<file path="config.mk">
export PLATFORM = sky130hd
export DESIGN_NAME = float_div_seq_flat
export DESIGN_NICKNAME = d
export VERILOG_FILES = /design/src/rtl/float_div_seq_if.sv /design/src/rtl/float_div_seq.sv /design/src/flat_wrapper.sv
export SDC_FILE = /design/constraint.sdc
export NUM_CORES = 1
export LEC_CHECK = 0
export CORE_UTILIZATION = 50
export DETAILED_ROUTE_END_ITERATION = 10
export PLACE_DENSITY = 0.79
export SYNTH_ARGS = -nofsm -noshare
export SYNTH_HDL_FRONTEND = slang
export SYNTH_SLANG_ARGS = --single-unit
</file>
<file path="constraint.sdc">
create_clock -name clk -period 4.9 [get_ports clk]
set_clock_uncertainty 0.2 [all_clocks]
set_input_delay 0.98 -clock clk [delete_from_list [all_inputs] [get_ports clk]]
set_output_delay 0.98 -clock clk [all_outputs]
set_load 0.02 [all_outputs]
</file>
<file path="src/rtl/float_div_seq_if.sv">
// Operand/result bundle for float_div_seq: start request, binary32 operands,
// and the registered quotient with its busy/done/div_by_zero status.
interface float_div_seq_if;
  logic        start;
  logic [31:0] floatA;
  logic [31:0] floatB;
  logic [31:0] quotient;
  logic        busy;
  logic        done;
  logic        div_by_zero;

  modport master (
    output start, floatA, floatB,
    input  quotient, busy, done, div_by_zero
  );

  modport slave (
    input  start, floatA, floatB,
    output quotient, busy, done, div_by_zero
  );
endinterface

</file>
<file path="src/rtl/float_div_seq.sv">
// Sequential binary32 divider (restoring, 25 iterations, truncating, no denormals).
// Latency 26 edges normal, 1 edge special; start is ignored while busy, no queueing.
module float_div_seq (
  input  logic            clk,
  input  logic            reset,
  float_div_seq_if.slave  bus
);

  typedef enum logic [1:0] {IDLE, DIVIDE, NORM} state_t;

  state_t      state_q;
  logic [31:0] quot_q;
  logic        busy_q;
  logic        done_q;
  logic        dbz_q;
  logic        spec_pend_q;
  logic [31:0] spec_res_q;
  logic        spec_dbz_q;
  logic        sign_q;
  logic [7:0]  ea_q;
  logic [7:0]  eb_q;
  logic [23:0] mb_q;
  logic [24:0] rem_q;
  logic [24:0] q_q;
  logic [4:0]  cnt_q;

  logic [7:0]  a_exp, b_exp;
  logic [22:0] a_frac, b_frac;
  logic        a_zero, b_zero, a_inf, b_inf, a_nan, b_nan;
  logic        sign_in;
  logic        spec_hit;
  logic [31:0] spec_res;
  logic        spec_dbz;

  assign a_exp   = bus.floatA[30:23];
  assign a_frac  = bus.floatA[22:0];
  assign b_exp   = bus.floatB[30:23];
  assign b_frac  = bus.floatB[22:0];
  assign a_zero  = (a_exp == 8'd0);
  assign b_zero  = (b_exp == 8'd0);
  assign a_inf   = (a_exp == 8'hFF) && (a_frac == 23'd0);
  assign b_inf   = (b_exp == 8'hFF) && (b_frac == 23'd0);
  assign a_nan   = (a_exp == 8'hFF) && (a_frac != 23'd0);
  assign b_nan   = (b_exp == 8'hFF) && (b_frac != 23'd0);
  assign sign_in = bus.floatA[31] ^ bus.floatB[31];

  // Priority matters: NaN-producing cases first, then Inf/0 before 0/x and x/Inf.
  always_comb begin
    spec_hit = 1'b1;
    spec_dbz = 1'b0;
    spec_res = 32'd0;
    if (a_nan || b_nan || (a_zero && b_zero) || (a_inf && b_inf)) begin
      spec_res = 32'h7FC00000;
    end else if (a_inf) begin
      spec_res = {sign_in, 8'hFF, 23'd0};
    end else if (b_zero) begin
      spec_res = {sign_in, 8'hFF, 23'd0};
      spec_dbz = 1'b1;
    end else if (a_zero || b_inf) begin
      spec_res = {sign_in, 31'd0};
    end else begin
      spec_hit = 1'b0;
    end
  end

  logic        ge;
  logic [23:0] rem_sub;
  logic [24:0] rem_d;
  logic [24:0] q_d;

  // rem < 2*mB always holds, so the difference fits in 24 bits.
  assign ge      = (rem_q >= {1'b0, mb_q});
  assign rem_sub = ge ? (rem_q[23:0] - mb_q) : rem_q[23:0];
  assign rem_d   = {rem_sub, 1'b0};
  assign q_d     = {q_q[23:0], ge};

  logic signed [9:0] e_d;
  logic [22:0]       frac_n;
  logic [31:0]       norm_res;

  assign e_d    = $signed({2'b00, ea_q}) - $signed({2'b00, eb_q})
                + (q_q[24] ? 10'sd127 : 10'sd126);
  assign frac_n = q_q[24] ? q_q[23:1] : q_q[22:0];

  always_comb begin
    norm_res = {sign_q, e_d[7:0], frac_n};
    if (e_d >= 10'sd255) begin
      norm_res = {sign_q, 8'hFF, 23'd0};
    end else if (e_d <= 10'sd0) begin
      norm_res = {sign_q, 31'd0};
    end
  end

  always_ff @(posedge clk or posedge reset) begin
    if (reset) begin
      state_q     <= IDLE;
      quot_q      <= 32'd0;
      busy_q      <= 1'b0;
      done_q      <= 1'b0;
      dbz_q       <= 1'b0;
      spec_pend_q <= 1'b0;
      spec_res_q  <= 32'd0;
      spec_dbz_q  <= 1'b0;
      sign_q      <= 1'b0;
      ea_q        <= 8'd0;
      eb_q        <= 8'd0;
      mb_q        <= 24'd0;
      rem_q       <= 25'd0;
      q_q         <= 25'd0;
      cnt_q       <= 5'd0;
    end else begin
      done_q <= 1'b0;
      case (state_q)
        IDLE: begin
          if (spec_pend_q) begin
            quot_q      <= spec_res_q;
            dbz_q       <= spec_dbz_q;
            done_q      <= 1'b1;
            busy_q      <= 1'b0;
            spec_pend_q <= 1'b0;
          end else if (bus.start) begin
            busy_q <= 1'b1;
            sign_q <= sign_in;
            ea_q   <= a_exp;
            eb_q   <= b_exp;
            mb_q   <= {1'b1, b_frac};
            rem_q  <= {2'b01, a_frac};
            q_q    <= 25'd0;
            cnt_q  <= 5'd0;
            if (spec_hit) begin
              spec_pend_q <= 1'b1;
              spec_res_q  <= spec_res;
              spec_dbz_q  <= spec_dbz;
            end else begin
              state_q <= DIVIDE;
            end
          end
        end
        DIVIDE: begin
          rem_q <= rem_d;
          q_q   <= q_d;
          cnt_q <= cnt_q + 5'd1;
          if (cnt_q == 5'd24) begin
            state_q <= NORM;
          end
        end
        NORM: begin
          quot_q  <= norm_res;
          dbz_q   <= 1'b0;
          done_q  <= 1'b1;
          busy_q  <= 1'b0;
          state_q <= IDLE;
        end
        default: state_q <= IDLE;
      endcase
    end
  end

  assign bus.quotient    = quot_q;
  assign bus.busy        = busy_q;
  assign bus.done        = done_q;
  assign bus.div_by_zero = dbz_q;

endmodule

</file>
<file path="src/flat_wrapper.sv">
// flat-port wrapper written by rule: the top's interface ports become plain ports
module float_div_seq_flat 
  (clk, reset, bus_start, bus_floatA, bus_floatB, bus_quotient, bus_busy, bus_done, bus_div_by_zero);
  float_div_seq_if bus_i ();
  input  logic clk;
  input  logic reset;
  input wire logic [$bits(bus_i.start)-1:0] bus_start;
  input wire logic [$bits(bus_i.floatA)-1:0] bus_floatA;
  input wire logic [$bits(bus_i.floatB)-1:0] bus_floatB;
  output wire logic [$bits(bus_i.quotient)-1:0] bus_quotient;
  output wire logic [$bits(bus_i.busy)-1:0] bus_busy;
  output wire logic [$bits(bus_i.done)-1:0] bus_done;
  output wire logic [$bits(bus_i.div_by_zero)-1:0] bus_div_by_zero;
  assign bus_i.start = bus_start;
  assign bus_i.floatA = bus_floatA;
  assign bus_i.floatB = bus_floatB;
  assign bus_quotient = bus_i.quotient;
  assign bus_busy = bus_i.busy;
  assign bus_done = bus_i.done;
  assign bus_div_by_zero = bus_i.div_by_zero;
  float_div_seq u_core (.clk(clk), .reset(reset), .bus(bus_i));
endmodule
</file>
# Yosys cells after proc, flatten, opt, wreduce, memory -nomap -nowiden
# Cells that the tools add are included.
# classes
shift	0
reduce_logical	25
magnitude_cmp	3
n_mul	0
eq_ne	11
bitwise	2
n_mux	42
add_sub_neg	4
div	0
# op_table
operator	n
32-bit 2-to-1 mux	5
25-bit 2-to-1 mux	4
25-bit case mux with 2 select lines	2
32-bit case mux with 2 select lines	1
31-bit 2-to-1 mux	2
23-bit logical NOT	2
23-bit nonzero test	2
25-bit by 24-bit greater-or-equal comparator with 1-bit output	1
24-bit 2-to-1 mux	1
24-bit subtractor	1
23-bit 2-to-1 mux	1
8-bit equality test (second input constant)	2
8-bit logical NOT	2
1-bit 2-to-1 mux	15
10-bit adder	1
10-bit by 9-bit greater-or-equal comparator with 1-bit output (second input constant)	1
10-bit by 1-bit <= comparator with 1-bit output (second input constant)	1
5-bit 2-to-1 mux	2
5-bit case mux with 2 select lines	1
8-bit by 8-bit subtractor with 9-bit output	1
2-bit 2-to-1 mux	4
4-bit AND reduction	2
1-bit logical AND	6
2-bit != test (second input constant)	3
15 further kinds	24
# word_totals
ram_bits	0
wordCells	102
out_inout_bits	35
memories	0
in_bits	67
ff_bits	167
rom_bits	0
latch_bits	0

# Logic depth before layout (Yosys ltp)
# Gate-level depths: netlist of the first run.
# logic_depth
depth_word	11
mapped_depth	16
mapped_depth_nobuf	14

# Worst setup path before layout of the first run
# No wires, ideal clock.
# synth_timing
kind	register -> register
start	reg u_core.ea_q[0]
end	reg u_core.quot_q[17], in the netlist u_core.bus.quotient[17]
setup_ps	92
setup_slack_ps	1554
required_ps	4608
period_less_slack_ps	3346
t_arrival_ps	3054
stages_incl_launch_ff	15
path_buffers	3
path_cell_list	dfrtp_1 > inv_1 > ha_1 > inv_1 > fa_1 > xor2_1 > or3_1 > clkbuf_1 > nor3_4 > and4b_1 > a211o_1 > a31o_1 > buf_6 > buf_6 > o31ai_2
# synth_between
elab_chain_cells	6
word_cells_on_any_way	7
classes_between	add/sub: 2; order compare: 2; mux: 3
# synth_rtl
element	line	text
start: declaration	float_div_seq.sv:20	logic [7:0] ea_q;
start signal: assignment	float_div_seq.sv:124	ea_q <= a_exp;
8-bit by 8-bit subtractor with 9-bit output *	float_div_seq.sv:81	assign e_d = $signed({2'b00, ea_q}) - $signed({2'b00, eb_q})
10-bit adder *	float_div_seq.sv:82	+ (q_q[24] ? 10'sd127 : 10'sd126);
10-bit by 1-bit <= comparator with 1-bit output	float_div_seq.sv:89	end else if (e_d <= 10'sd0) begin
31-bit 2-to-1 mux	float_div_seq.sv:89	
31-bit 2-to-1 mux *	float_div_seq.sv:87	if (e_d >= 10'sd255) begin
32-bit case mux with 2 select lines *	float_div_seq.sv:113	case (state_q)
end signal: assignment	float_div_seq.sv:116	quot_q <= spec_res_q;
end signal: assignment	float_div_seq.sv:148	quot_q <= norm_res;
end: declaration	float_div_seq.sv:12	logic [31:0] quot_q;
# Every way passes the cells marked *; elsewhere a longest branch is shown, timed or not.
# A chain may end at the register's enable or synchronous reset.

# Final worst setup path of the first run
# layout_timing
start	reg u_core.rem_q[6]
end	reg u_core.rem_q[9]
# layout_between
elab_chain_cells	3
word_cells_on_any_way	4
classes_between	add/sub: 1; order compare: 1; mux: 2
# layout_rtl
element	line	text
start: declaration	float_div_seq.sv:23	logic [24:0] rem_q;
start signal: assignment	float_div_seq.sv:127	rem_q <= {2'b01, a_frac};
start signal: assignment	float_div_seq.sv:140	rem_q <= rem_d;
24-bit subtractor or 25-bit by 24-bit greater-or-equal comparator with 1-bit output (tied branches)	float_div_seq.sv:73, float_div_seq.sv:72	
24-bit 2-to-1 mux *	float_div_seq.sv:73	assign rem_sub = ge ? (rem_q[23:0] - mb_q) : rem_q[23:0];
25-bit case mux with 2 select lines *	float_div_seq.sv:113	
# Marks and branches as above.

==> results of run 1 <==
## tightest hold or removal path, stage by stage, from the launching register on
cell     delay (ps)
dfrtp_1         320
inv_1            50
nand2_1          50
## worst paths after layout
check,end,depth (start not counted),start
setup / recovery,u_core.rem_q[9],10,u_core.rem_q[6]
hold / removal,u_core.mb_q[23],2,u_core.mb_q[23]
setup reg to reg,u_core.rem_q[9],10,u_core.rem_q[6]
hold reg to reg,u_core.mb_q[23],2,u_core.mb_q[23]
max in group asynchronous,u_core.rem_q[9],3,reset
min in group asynchronous,u_core.mb_q[19],2,reset
## layout make-up
cell class | count | area (um2) | area share [%]
multi-input cells | 654 | 4297 | 43.19
flip-flops and latches | 138 | 3453 | 34.72
repair buffers | 115 | 1116 | 11.22
clock buffers | 18 | 439.2 | 4.415
well taps | 216 | 270.3 | 2.717
inverters | 57 | 219.0 | 2.201
clock inverters | 14 | 152.6 | 1.535
## layout by cell type, fill, tap and decap left out, drive strengths merged, types with 8 or more instances in the layout
cell type	Yosys	final
dfrtp	138	138
nand2	117	117
clkdlybuf4s50	0	101
o21ai	82	82
inv	57	66
nor2	44	44
a21oi	39	39
ha	36	36
nand3	28	28
o31ai	27	27
a22o	25	25
mux2i	23	23
a31oi	19	19
clkbuf	38	18
xnor2	17	17
nor3	17	17
nor4	16	16
or3	15	15
nand4	15	15
a211oi	15	15
buf	7	14
o22ai	12	12
and3	8	8
o211ai	8	8
## report_power, final
part / total (W) / leakage (nW) / internal, W / switching (W)
logic: 0.00494 / 2.17 / 0.00196 / 0.00298
clock network: 0.00129 / 0.284 / 0.000735 / 0.000550
registers: 0.00185 / 1.71 / 0.00156 / 0.000288
total: 0.00807 / 4.17 / 0.00426 / 0.00382
## layer usage
| metal | share of wire (%) | global-route usage, % | wire length [um] | vias to the layer above |
|---|---|---|---|---|
| met5 | 0 | 0 | 0 | - |
| met4 | 1.6 | 9.029 | 337 | 0 |
| met3 | 6.7 | 6.111 | 1382 | 30 |
| met2 | 49 | 43.91 | 10120 | 268 |
| met1 | 43 | 33.20 | 8906 | 3465 |
| li1 | - | - | - | 3461 |
## cells by family after synthesis
logic type / after synthesis / synth area share [%]
and+or+nand+nor: 288 / 16.87
xor gates and xnor gates: 24 / 2.674
DFF: 138 / 42.41
adders and majority gates: 38 / 6.023
AOI/OAI and AO/OA: 280 / 24.03
buffers and inverters: 102 / 5.024
muxes: 24 / 2.966
## flip-flops by register name, summed over array words and instances, names as in the netlist, 2 cells and up
name and count:
u_core.bus.quotient 32, u_core.q_q 25, u_core.rem_q 25, u_core.mb_q 24
u_core.ea_q 8, u_core.eb_q 8, u_core.cnt_q 5, u_core.spec_res_q 3
u_core.state_q 2
## stage by stage
stage | setup WS (ps) | hold WS [ps]
6_report | 1172 | 251.9
3_3_place_gp | 1365 | 233.3
3_5_place_dp | 1245 | 238.7
4_1_cts | 1193 | 254.1
2_1_floorplan | 23.84 | 217.5
5_1_grt | 897.1 | 281.3
==> flow_summary.toml, run 1 <==
[yosys]
yosysUniqueCellTypes = 69
synth_seq_cells = 138
syn-cell-area_mm2 = 0.008143
yosysMostFrequentCell = "dfrtp_1"
syn_nets = 999
synth_edf_count = 0
ys_seq_area_share_pct = 42.41
synth_area_leaders = "dfrtp_1 42%, ha_1 5.5%, nand2_1 5.4%"
ys.flop_type = "dfrtp_1"
synth_common_cells = "138 x dfrtp_1, 117 x nand2_1, 78 x o21ai_0"
post-synth-top-area-cell = "dfrtp_1"
synth.yosys.warnings = 0
syn_area_per_cell_um2 = 9.108
async_flop_share_pct = 100.0
synth_cells = 894
netlist.area_leader.share_pct = 42.41

[finish]
fin_area_mm2 = 0.009947
area_growth_pct = 22.16
antenna_cells = 0
fillCellCount = 1343
drive_gt1_share_pct = 8.133
layout.nets = 1088
final_util_pct = 62.62
finalNonFillerCells = 1212

[worst_setup_path]
cp_cell_sequence = "ha_1 > nand4_1 > nor3_1 > o31ai_1 > a31o_2 > a211oi_1 > o2111ai_1 > buf_4 > a211oi_1 > a211oi_1"
worstPathMaxFanout = 13
crit_slowest_cell = "o2111ai_1"
crit_arrival_ps = 3830
startpoint_type = "flop"
path_common_cell = "a211oi_1"
path_buf_inv = 1
r2r_slack_ps = 1170
worst-setup-path-type = "reg -> reg"
slowest_delay_ps = 650
critPathRequiredTime_ps = 5000
endpoint_kind = "flop"
crit_family = "compound AO/OA/AOI/OAI gates"

[sta]
slew_violations = 0
min_period_ps = 3728
timing.fmax_ghz = 0.2683
worst_slew_pin_slew_ps = 1262
final-hold-violation-count = 0
slew_headroom_pct = 15.85
finalSetupViolations = 0
rsz0062_at_grt = "no"
fin_setup_tns_ps = 0
final.period_utilization_pct = 76.07

[die]
row_count = 46
io_pins = 102
start_util_pct = 51.26
die_area_mm2 = 0.01680
coreArea_mm2 = 0.01589
die_h_um = 129.6
die_w_um = 129.6

[global_route]
antenna_found_initial = 0
track_usage_pct = 26.19
grt_max_degree = 83
grt_first_pass_wirelength_mm = 33.95
grt_pass1_vias = 6970
grt.overflow.total = 0

[run]
maxCapViolations = 0

[route]
drt_drc_violations_left = 0
drtAntennaViolNets = 0
vias = 7224
drt-total-wl_mm = 20.74
drt_first_pass_iters = 6
via_per_inst = 5.960
wire_per_inst_um = 17.11
drtIter0Drc = 435

[clock_tree]
cts-root-buf = "clkbuf_16"
cts.repair.resized = 0
tritoncts = "built"
cts_buffers = 17
h-tree-depth = 4
insertion_delay_ps = 430
cts_num_sinks = 138
post_cts_buffers = 0
clkSlewWorstSetupHoldPaths_ps = 60
cts_buffer_depth = 2
postCtsHoldBufs = 0

[place]
hpwl_mm = 14.72
place_area_mm2 = 0.009355
gp_congestion = 0.9092
place_inst = 1180
io_buffers = 101

[power_and_ir_drop]
powerDensity_mw_per_mm2 = 811.7
peakVddDrop_v = 0.0006507
p_leak_nw = 4.170
p_total_w = 0.008074

[hold_path]
worstHoldPathType = "reg -> reg"

[outcome]
outcome = "finished, final reports clean"
No activity file was read; power rests on OpenSTA's default activity.
==> inputs of run 2 (changes only) <==
- PLACE_DENSITY: 0.79 -> 0.76
- clock period: 4.9 -> 3.85 ns (I/O delays scaled with it)
==> flow_summary.toml, run 2 (synthesis gave the netlist of run 1 again) <==
[outcome]
outcome = "finished, final reports clean"

[global_route]
grt_first_pass_wirelength_mm = 33.39
grt.overflow.total = 0
track_usage_pct = 25.52
antenna_found_initial = 0
grt_pass1_vias = 6842
grt_max_degree = 71

[clock_tree]
cts_buffer_depth = 2
postCtsHoldBufs = 0
clkSlewWorstSetupHoldPaths_ps = 60
cts-root-buf = "clkbuf_16"
h-tree-depth = 4
cts_buffers = 17
post_cts_buffers = 0
cts.repair.resized = 0
insertion_delay_ps = 430
cts_num_sinks = 138
tritoncts = "built"

[power_and_ir_drop]
peakVddDrop_v = 0.0006137
p_leak_nw = 4.201
powerDensity_mw_per_mm2 = 1019
p_total_w = 0.01019

[route]
via_per_inst = 5.916
drt_first_pass_iters = 5
drtIter0Drc = 453
drt-total-wl_mm = 20.10
wire_per_inst_um = 16.52
drt_drc_violations_left = 0
drtAntennaViolNets = 0
vias = 7200

[hold_path]
worstHoldPathType = "reg -> reg"

[sta]
min_period_ps = 3518
final-hold-violation-count = 0
worst_slew_pin_slew_ps = 869.9
rsz0062_at_grt = "no"
fin_setup_tns_ps = 0
finalSetupViolations = 0
timing.fmax_ghz = 0.2842
final.period_utilization_pct = 91.38
slew_headroom_pct = 41.79
slew_violations = 0

[worst_setup_path]
path_buf_inv = 3
startpoint_type = "flop"
cp_cell_sequence = "inv_1 > ha_1 > inv_1 > fa_1 > xor2_1 > or3_1 > nor3_4 > and4b_1 > a211o_1 > a31o_1 > buf_12 > o31ai_1"
path_common_cell = "inv_1"
worst-setup-path-type = "reg -> reg"
r2r_slack_ps = 330
worstPathMaxFanout = 26
crit_slowest_cell = "or3_1"
slowest_delay_ps = 460
endpoint_kind = "flop"
crit_family = "simple AND/OR/NAND/NOR gates"
critPathRequiredTime_ps = 3980
crit_arrival_ps = 3650

[finish]
largest_register_ffs = 32
final_common_cell = "dfrtp_1"
layout.nets = 1094
most-common-layout-cells = "138 x dfrtp_1, 117 x nand2_1, 101 x clkdlybuf4s50_1"
drive_gt1_share_pct = 8.591
area_growth_pct = 22.77
antenna_cells = 0

[die]
io_pins = 102
die_w_um = 129.6
start_util_pct = 51.26
die_h_um = 129.6
die_area_mm2 = 0.01680
row_count = 46
coreArea_mm2 = 0.01589

[place]
hpwl_mm = 14.36
io_buffers = 101
gp_congestion = 0.8913

[run]
maxCapViolations = 0
[run 2: per-stage QoR]
stage	setup slack [ps]	instance area (um2)	cells	util (%)	hold WS [ps]
4_1_cts	341.5	9997	1217	62.93	250.4
2_1_floorplan	503.9	8147	894	-	217.5
6_report	331.8	9997	1217	62.93	247.4
3_3_place_gp	460.4	9437	1186	59.40	231.5
5_1_grt	66.73	9997	1217	62.93	277.7
3_5_place_dp	313.4	9437	1186	59.40	236.0
[run 2: final cells by class]
class                      count  area (um2)
sequential                   138        3453
clock inverter                14       135.1
inverter                      57       217.7
clock buffer                  17       425.4
tap                          216       270.3
timing repair buffer         121        1199
multi-input combinational    654        4297
fill                        1353        5888
[run 2: worst reg2reg max path: cells and delay by family, from the launching register on]
kind | cells | cell delay (ps)
AO/OA/AOI/OAI | 3 | 790
AND/OR/NAND/NOR | 3 | 990
adder cells (fa/ha/maj) | 2 | 570
flip-flops | 1 | 360
XOR/XNOR | 1 | 220
buffers and inverters | 3 | 290
[run 2: per-layer routing]
metal,wire (um),part of all wire [%],global-route usage [%],vias up
met2,9840,49,43.54,244
met3,1202,6.0,4.996,37
met5,0,0,0,-
met1,8636,43,32.17,3435
li1,-,-,-,3484
met4,419,2.1,9.234,0
[run 2: where the power goes]
part	leakage, nW	internal (W)	total (W)	switching (W)
Sequential	1.71	0.00199	0.00235	0.000362
Clock	0.275	0.000900	0.00157	0.000672
Combinational	2.21	0.00251	0.00626	0.00376
[run 2: final timing paths]
path                                  from                      to  cells past startpoint
max                         u_core.ea_q[0]  u_core.bus.quotient[6]                     12
min                        u_core.mb_q[23]         u_core.mb_q[23]                      2
max reg2reg                 u_core.ea_q[0]  u_core.bus.quotient[6]                     12
min reg2reg                u_core.mb_q[23]         u_core.mb_q[23]                      2
max in group asynchronous            reset         u_core.mb_q[12]                      3
min in group asynchronous            reset          u_core.mb_q[0]                      2
